**src/rtl/ioctl_loader.sv**
```systemverilog
// ioctl_loader: turns the byte stream of a data_io download into word writes
// on a simple request/ready memory port.
//
// Ports
//   clock, reset         rising-edge clock, synchronous active-high reset
//   dlActive/dlIndex     download in progress / image index (low bits = slot)
//   dlWr/dlA/dlD         one-cycle byte strobe, byte offset, byte data
//   memW/memA/memD/memMask/memReady  write request presenting the FIFO head
//   busy/done            downloading or flushing / one-cycle completion pulse
//   loaded               per-slot "image written" flags (cleared only by reset)
//   ovf/drop             sticky: byte beyond slot size / word lost to full FIFO
//
// state | meaning
// ------+-------------------------------------------------------------
// IDLE  | waiting for dlActive
// LOAD  | accepting bytes into the pack register
// FLUSH | download ended, draining pack register and FIFO
// DONE  | one-cycle completion, loaded flag updated on entry
module ioctl_loader #(
    parameter int DW    = 8,
    parameter int AW    = 19,
    parameter int SLOTS = 4,
    parameter int FD    = 2
) (
    input  logic                 clock,
    input  logic                 reset,
    input  logic                 dlActive,
    input  logic [7:0]           dlIndex,
    input  logic                 dlWr,
    input  logic [24:0]          dlA,
    input  logic [7:0]           dlD,
    output logic                 memW,
    output logic [AW-1:0]        memA,
    output logic [DW-1:0]        memD,
    output logic [DW/8-1:0]      memMask,
    input  logic                 memReady,
    output logic                 busy,
    output logic                 done,
    output logic [SLOTS-1:0]     loaded,
    output logic                 ovf,
    output logic                 drop
);

    localparam int NB    = DW / 8;
    localparam int LB    = $clog2(NB);
    localparam int SLOTW = $clog2(SLOTS);
    localparam int SW    = (SLOTW > 0) ? SLOTW : 1;
    localparam int OW    = AW - SLOTW;
    localparam int PW    = (FD > 1) ? $clog2(FD) : 1;
    localparam int CW    = PW + 1;
    localparam logic [AW-1:0] OFF_MASK = AW'((64'd1 << OW) - 64'd1);

    localparam logic [1:0] S_IDLE  = 2'd0;
    localparam logic [1:0] S_LOAD  = 2'd1;
    localparam logic [1:0] S_FLUSH = 2'd2;
    localparam logic [1:0] S_DONE  = 2'd3;

    logic [1:0]       state_q, state_d;
    logic             pk_valid_q, pk_valid_d;
    logic [AW-1:0]    pk_addr_q, pk_addr_d;
    logic [DW-1:0]    pk_data_q, pk_data_d;
    logic [NB-1:0]    pk_mask_q, pk_mask_d;
    logic [PW-1:0]    wp_q, wp_d, rp_q, rp_d;
    logic [CW-1:0]    cnt_q, cnt_d;
    logic             ovf_q, ovf_d, drop_q, drop_d, wrote_q, wrote_d;
    logic [SW-1:0]    slot_q, slot_d;
    logic [SLOTS-1:0] loaded_q, loaded_d;

    logic [AW-1:0]    fa_q [FD];
    logic [DW-1:0]    fd_q [FD];
    logic [NB-1:0]    fm_q [FD];

    logic [24:0]      lane_w, off_w;
    logic [AW-1:0]    byte_addr;
    logic             slot_ok, off_ovf, accept, acc_ok, acc_ovf;
    logic             load_entry, push, merge, pop, full, push_ok, push_drop;

    assign lane_w     = dlA & 25'(NB - 1);
    assign off_w      = dlA >> LB;
    assign off_ovf    = (off_w >> OW) != '0;
    assign slot_ok    = int'(dlIndex) < SLOTS;
    assign byte_addr  = (AW'(off_w) & OFF_MASK) | (AW'(dlIndex) << OW);

    assign load_entry = (state_q == S_IDLE) && dlActive;
    assign accept     = (state_q == S_LOAD) && dlActive && dlWr && slot_ok;
    assign acc_ok     = accept && !off_ovf;
    assign acc_ovf    = accept && off_ovf;

    // A word whose top lane has been written is held one cycle in the pack
    // register and pushed on the next cycle; this keeps a single FIFO write
    // port even when a new-address byte and a completed word coincide.
    assign push       = pk_valid_q && (pk_mask_q[NB-1]
                                       || (acc_ok && byte_addr != pk_addr_q)
                                       || state_q == S_FLUSH);
    assign merge      = pk_valid_q && !push;

    assign memW       = cnt_q != '0;
    assign pop        = memW && memReady;
    assign full       = cnt_q == CW'(FD);
    assign push_ok    = push && (!full || pop);
    assign push_drop  = push && full && !pop;

    // Outputs are zeroed while idle so reset presents a clean bus.
    assign memA       = memW ? fa_q[rp_q] : '0;
    assign memD       = memW ? fd_q[rp_q] : '0;
    assign memMask    = memW ? fm_q[rp_q] : '0;
    assign busy       = (state_q == S_LOAD) || (state_q == S_FLUSH);
    assign done       = state_q == S_DONE;
    assign loaded     = loaded_q;
    assign ovf        = ovf_q;
    assign drop       = drop_q;

    always_comb begin
        pk_valid_d = pk_valid_q;
        pk_addr_d  = pk_addr_q;
        pk_data_d  = pk_data_q;
        pk_mask_d  = pk_mask_q;
        if (push) begin
            pk_valid_d = 1'b0;
            pk_data_d  = '0;
            pk_mask_d  = '0;
        end
        if (acc_ok) begin
            if (!merge) begin
                pk_data_d = '0;
                pk_mask_d = '0;
            end
            pk_valid_d = 1'b1;
            pk_addr_d  = byte_addr;
            for (int i = 0; i < NB; i++) begin
                if (lane_w == 25'(i)) begin
                    pk_data_d[i*8 +: 8] = dlD;
                    pk_mask_d[i]        = 1'b1;
                end
            end
        end
        if (load_entry) begin
            pk_valid_d = 1'b0;
            pk_addr_d  = '0;
            pk_data_d  = '0;
            pk_mask_d  = '0;
        end
    end

    always_comb begin
        state_d  = state_q;
        wp_d     = wp_q;
        rp_d     = rp_q;
        cnt_d    = cnt_q;
        ovf_d    = ovf_q;
        drop_d   = drop_q;
        wrote_d  = wrote_q;
        slot_d   = slot_q;
        loaded_d = loaded_q;

        if (push_ok) wp_d = wp_q + PW'(1);
        if (pop)     rp_d = rp_q + PW'(1);
        case ({push_ok, pop})
            2'b10:   cnt_d = cnt_q + CW'(1);
            2'b01:   cnt_d = cnt_q - CW'(1);
            default: cnt_d = cnt_q;
        endcase
        if (acc_ovf)   ovf_d   = 1'b1;
        if (push_drop) drop_d  = 1'b1;
        if (pop)       wrote_d = 1'b1;
        if (acc_ok)    slot_d  = dlIndex[SW-1:0];

        case (state_q)
            S_IDLE: begin
                if (dlActive) begin
                    state_d = S_LOAD;
                    wp_d    = '0;
                    rp_d    = '0;
                    cnt_d   = '0;
                    ovf_d   = 1'b0;
                    drop_d  = 1'b0;
                    wrote_d = 1'b0;
                end
            end
            S_LOAD: begin
                if (!dlActive) state_d = S_FLUSH;
            end
            S_FLUSH: begin
                if (!pk_valid_q && cnt_q == '0) begin
                    state_d = S_DONE;
                    if (wrote_q) loaded_d[slot_q] = 1'b1;
                end
            end
            default: state_d = S_IDLE;
        endcase
    end

    always_ff @(posedge clock) begin
        if (reset) begin
            state_q    <= S_IDLE;
            pk_valid_q <= 1'b0;
            pk_addr_q  <= '0;
            pk_data_q  <= '0;
            pk_mask_q  <= '0;
            wp_q       <= '0;
            rp_q       <= '0;
            cnt_q      <= '0;
            ovf_q      <= 1'b0;
            drop_q     <= 1'b0;
            wrote_q    <= 1'b0;
            slot_q     <= '0;
            loaded_q   <= '0;
        end else begin
            state_q    <= state_d;
            pk_valid_q <= pk_valid_d;
            pk_addr_q  <= pk_addr_d;
            pk_data_q  <= pk_data_d;
            pk_mask_q  <= pk_mask_d;
            wp_q       <= wp_d;
            rp_q       <= rp_d;
            cnt_q      <= cnt_d;
            ovf_q      <= ovf_d;
            drop_q     <= drop_d;
            wrote_q    <= wrote_d;
            slot_q     <= slot_d;
            loaded_q   <= loaded_d;
        end
    end

    // Storage needs no reset: entries are only visible while cnt_q covers them.
    always_ff @(posedge clock) begin
        if (push_ok) begin
            fa_q[wp_q] <= pk_addr_q;
            fd_q[wp_q] <= pk_data_q;
            fm_q[wp_q] <= pk_mask_q;
        end
    end

endmodule

```
**config.mk**
```make
export PLATFORM = sky130hd
export DESIGN_NAME = ioctl_loader
export DESIGN_NICKNAME = d
export VERILOG_FILES = /design/src/rtl/ioctl_loader.sv
export SDC_FILE = /design/constraint.sdc
export NUM_CORES = 1
export LEC_CHECK = 0
export ABC_AREA = 1
export BUFFER_PORTS_ARGS = -buffer_cell sky130_fd_sc_hd__buf_2
export CAP_MARGIN = 40
export CORE_UTILIZATION = 45
export DETAILED_ROUTE_END_ITERATION = 10
export PLACE_DENSITY = 0.69
export SYNTH_ARGS = -nofsm -noshare
export SYNTH_HDL_FRONTEND = slang
export SYNTH_SLANG_ARGS = --single-unit
```
**constraint.sdc**
```tcl
create_clock -name clock -period 2.2 [get_ports clock]
set_input_delay 0.22 -clock clock [delete_from_list [all_inputs] [get_ports clock]]
set_output_delay 0.22 -clock clock [all_outputs]
set_load 0.01 [all_outputs]
```
* Yosys cells after proc, flatten, opt, wreduce, memory -nomap -nowiden *
Memories as Yosys holds them, arrays and structs flattened. A register that Yosys moved wholly into a read port is not among the register bits.
Index checks and enable logic that the tools add are counted.

storage, ports and cells
  flip-flop bits (word level) = 43
  RAM bits = 56
  output and inout bits = 37
  word-level logic and storage cells = 100
  memories = 3

operators by class
  add/sub/neg operators = 4
  magnitude comparators = 3
  equality and inequality tests = 10
  mux-type cells = 36
  bitwise operators = 2
  reduce and logical (&&, ||, !) cells = 30

memory list
  name  words  width  read ports  clocked after memory_dff  wr ports  line  RTL
  fa_q  2      19     1           1                         1         69    logic [AW-1:0] fa_q [FD];
  fd_q  2      8      1           1                         1         70    logic [DW-1:0] fd_q [FD];
  fm_q  2      1      1           1                         1         71    logic [NB-1:0] fm_q [FD];

operators by type and width
  kind                                                                          count
  25-bit nonzero test                                                           1
  1-bit two-way mux                                                             24
  8-bit two-way mux                                                             3
  19-bit two-way mux                                                            1
  19-bit != test                                                                1
  17-bit by 19-bit bitwise OR with 19-bit output                                1
  1-bit logical AND                                                             14
  2-bit two-way mux                                                             5
  2-bit equality test, second input constant                                    4
  8-bit by 3-bit less-than comparator with 1-bit output, second input constant  1
  2-bit case mux with 3 select lines                                            1
  3-bit AND reduction                                                           2
  2-bit by 1-bit equality test with 1-bit output, second input constant         2
  1-bit zero test                                                               4
  2-bit zero test                                                               2
  1-bit logical OR                                                              4
  2-bit != test, second input constant                                          2
  4-bit bitwise OR                                                              1
  2-bit case mux with 2 select lines                                            1
  2-bit nonzero test                                                            2
  2-bit by 3-bit less-than comparator with 1-bit output, second input constant  1
  1-bit adder, second input constant                                            2
  2-bit by 1-bit adder with 2-bit output, second input constant                 1
  1-bit demux with 2-bit select                                                 1
  other kinds (4)                                                               4

* Longest topological paths before layout *
  depth after elaboration = 14
  mapped depth = 10

* Worst setup path after synthesis *
Ideal clock, no wire load.

  path kind = reg2reg
  start = reg cnt_q[0]
  end = mem fa_q[1][0] (enable)
  library setup time = 0.387 ns
  arrival = 1.411 ns
  required time = 1.813 ns
  path slack = 0.401 ns
  stages on the path, launching flop included = 6
  buffers on the path = 0
  period minus slack after synthesis = 1.799 ns
  path through = dfxtp_1 > inv_1 > nand3_1 > nand2_1 > inv_1 > ha_1

on the way
  word-level cells in the longest chain between the ends = 6

RTL lines
  what                                                              line     RTL
  start, declared                                                   64       logic [CW-1:0] cnt_q, cnt_d;
  start signal, assigned                                            216      cnt_q <= cnt_d;
  2-bit equality test / 2-bit nonzero test (equally long branches)  99, 97
  1-bit zero test / 1-bit logical AND (equally long branches)       100, 98
  1-bit logical OR (*)                                              100      assign push_ok = push && (!full || pop);
  1-bit logical AND (*)                                             100
  1-bit two-way mux (*)                                             227      if (push_ok) begin
  1-bit two-way mux (not written as such) (*)                       228      fa_q[wp_q] <= pk_addr_q;
  end, declared                                                     69

Every way passes the cells marked *; elsewhere a longest branch is shown, timed or not.

==> results.json <==
{
  "p_leak_nw": 1.883,
  "die-area_sq_mm": 0.009000,
  "vias": 2917,
  "avgSynthCellArea_sq_um": 10.05,
  "worst_pin_slew_ns": 0.5823,
  "grt_first_pass_wirelength_um": 12590,
  "grt_pass1_vias": 2720,
  "crit_type": "reg -> out",
  "start_kind": "flop",
  "synthArstFlopShare": 0,
  "drive_above_1_share": 0.2490,
  "ys_seq_area_frac": 0.6551,
  "die_w_um": 94.87,
  "report.final.slew_viol_count": 0,
  "ios": 83,
  "synth_seq_cells": 99,
  "cts_tree": "yes",
  "grt_setup_unrepaired": "false",
  "cts_setup_buffers": 0,
  "path_max_fanout": 11,
  "n_antenna_cell": 0,
  "hold_viol": 0,
  "maxCapViolCount": 0,
  "start_util": 0.4677,
  "synth_cells": 386,
  "nNetsFinal": 525,
  "synth-edff-count": 56,
  "arrival_ns": 1.70,
  "synth_nets": 438,
  "hold_buffers": 0,
  "end_kind": "output port",
  "antenna_left": 0,
  "wire_per_inst_um": 13.68,
  "grt_overflow": 0,
  "timing.final.crit_share": 0.8715,
  "row_count": 33,
  "ys.flop_type": "edfxtp_1",
  "cts-root-buf": "clkbuf_8",
  "antenna_found_initial": 0,
  "synthDistinctLibCells": 20,
  "grt_use_total": 0.1894,
  "drc_errors": 0,
  "clock_latency_ns": 0.36,
  "hpwl_um": 5511,
  "syn_to_final_growth_pct": 18.70,
  "h-tree-depth": 3,
  "timing.final.ws_setup_ns": 0.2827,
  "coreArea_sq_mm": 0.008299,
  "rrSetupSlack_ns": 0.57,
  "clock_sinks": 99,
  "power_per_cell_area_mw_per_mm2": 721.0,
  "yosys_warnings": 0,
  "max-vdd-ir-drop_mv": 0.4586,
  "tns_ns": 0,
  "routed_via_density": 5.003,
  "drt_iter0_drc": 127,
  "cts_resized": 0,
  "slew_headroom": 0.6114,
  "cts_buffer_depth": 2,
  "routabilityCongestion": 0.7850,
  "grt_max_degree": 29,
  "nFillCells": 730,
  "fmax_mhz": 521.6,
  "skew_ns": 0.01153,
  "required_ns": 1.98,
  "hold_path.class": "in -> reg",
  "die_y_um": 94.87,
  "clk_pin_slew_ns": 0.09,
  "period_minus_slack_ns": 1.917,
  "cts_buffers": 9,
  "finalSetupViolations": 0,
  "status": "completed",
  "wl_um": 7973,
  "first_pass_iters": 4,
  "netlist_area_sq_mm": 0.003881,
  "dp_slack_ns": 0.6041,
  "port_buffers": 82
}
[power by group]
part | switching [mW] | total (mW) | internal (mW)
registers | 0.0166 | 1.96 | 1.95
logic | 0.171 | 0.281 | 0.110
clock network | 0.646 | 1.08 | 0.430
total | 0.833 | 3.32 | 2.49
[final timing paths]
| path | endpoint | startpoint | cells after the start |
|---|---|---|---|
| setup / recovery | memMask | rp_q$_SDFF_PP0_ | 4 |
| hold reg to reg | loaded[2]$_SDFFE_PP0P_ | loaded[2]$_SDFFE_PP0P_ | 2 |
| hold / removal | pk_data_q[2]$_SDFFE_PP0P_ | dlD[2] | 3 |
| setup reg to reg | pk_addr_q[13]$_SDFFE_PP0N_ | state_q[0]$_SDFFE_PP0P_ | 6 |
[placed cells by master (no fill, tap or decap), drive strengths merged]
master | netlist | routed
nand2 | 104 | 104
buf | 16 | 97
a21oi | 61 | 61
edfxtp | 56 | 56
dfxtp | 43 | 43
nor2 | 27 | 27
nand3 | 26 | 26
inv | 19 | 20
nand4 | 10 | 10
o21ai | 9 | 9
clkbuf | 5 | 9
ha | 6 | 6
clkinv | 0 | 6
nand3b | 2 | 2
nor4 | 1 | 1
a31o | 1 | 1
[critical path, stage by stage, from the launching register on]
cell,delay (ns)
dfxtp_1,0.64
buf_4,0.28
nand2_1,0.06
a21oi_1,0.19
buf_2,0.16
[kinds of logic (layout without fill, tap and decap cells)]
family / count (synthesis) / in the layout / share of synthesized area
AOI/OAI and AO/OA: 71 / 71 / 0.09252
adders and majority gates: 6 / 6 / 0.01934
buffers and inverters: 40 / 132 / 0.04997
DFF: 99 / 99 / 0.6551
and+or+nand+nor: 170 / 170 / 0.1831
[flip-flops by register name (all words and copies together), names as in the netlist, 2 cells and up]
register	flops
fa_q	38
pk_addr_q	19
fd_q	16
pk_data_q	8
loaded	4
cnt_q	2
fm_q	2
slot_q	2
state_q	2
[cell type report]
class / instances / area, sq um / share of cell area
clock buffers: 9 / 123.9 / 0.02689
clock inverters: 7 / 65.06 / 0.01412
inverters: 19 / 71.32 / 0.01548
multi-input cells: 247 / 1150 / 0.2496
flip-flops and latches: 99 / 2542 / 0.5519
well taps: 105 / 131.4 / 0.02852
repair buffers: 97 / 523.0 / 0.1135
[Yosys cell counts, types with 2 or more instances]
cell	number	area (sq um)
clkbuf_1	5	18.77
buf_6	2	22.52
inv_1	18	67.56
dfxtp_1	43	860.8
nand2_1	104	390.4
buf_2	8	40.04
edfxtp_1	56	1682
nand3b_1	2	15.01
a21oi_1	61	305.3
nor2_2	2	12.51
ha_1	6	75.07
nand3_1	26	130.1
buf_4	5	37.54
nand4_1	10	62.56
nor2_1	25	93.84
o21ai_0	9	45.04
[layer usage]
metal | global-route usage | routed length [um]
met1 | 0.2303 | 3542
met4 | 0.08333 | 160
met2 | 0.3219 | 3922
met3 | 0.04187 | 347
met5 | 0 | 0
[stage by stage]
step | hold slack (ns) | total power [mW] | utilization | instances | cell area, sq um
2_1_floorplan | 0.3803 | 2.198 | - | 386 | 3881
3_3_place_gp | 0.4333 | 2.280 | 0.5323 | 567 | 4418
3_5_place_dp | 0.4355 | 2.288 | 0.5323 | 567 | 4418
4_1_cts | 0.09988 | 3.341 | 0.5551 | 583 | 4607
5_1_grt | 0.1031 | 3.455 | 0.5551 | 583 | 4607
6_report | 0.1074 | 3.322 | 0.5551 | 583 | 4607
Note: power is estimated with default switching activity, not from simulation.
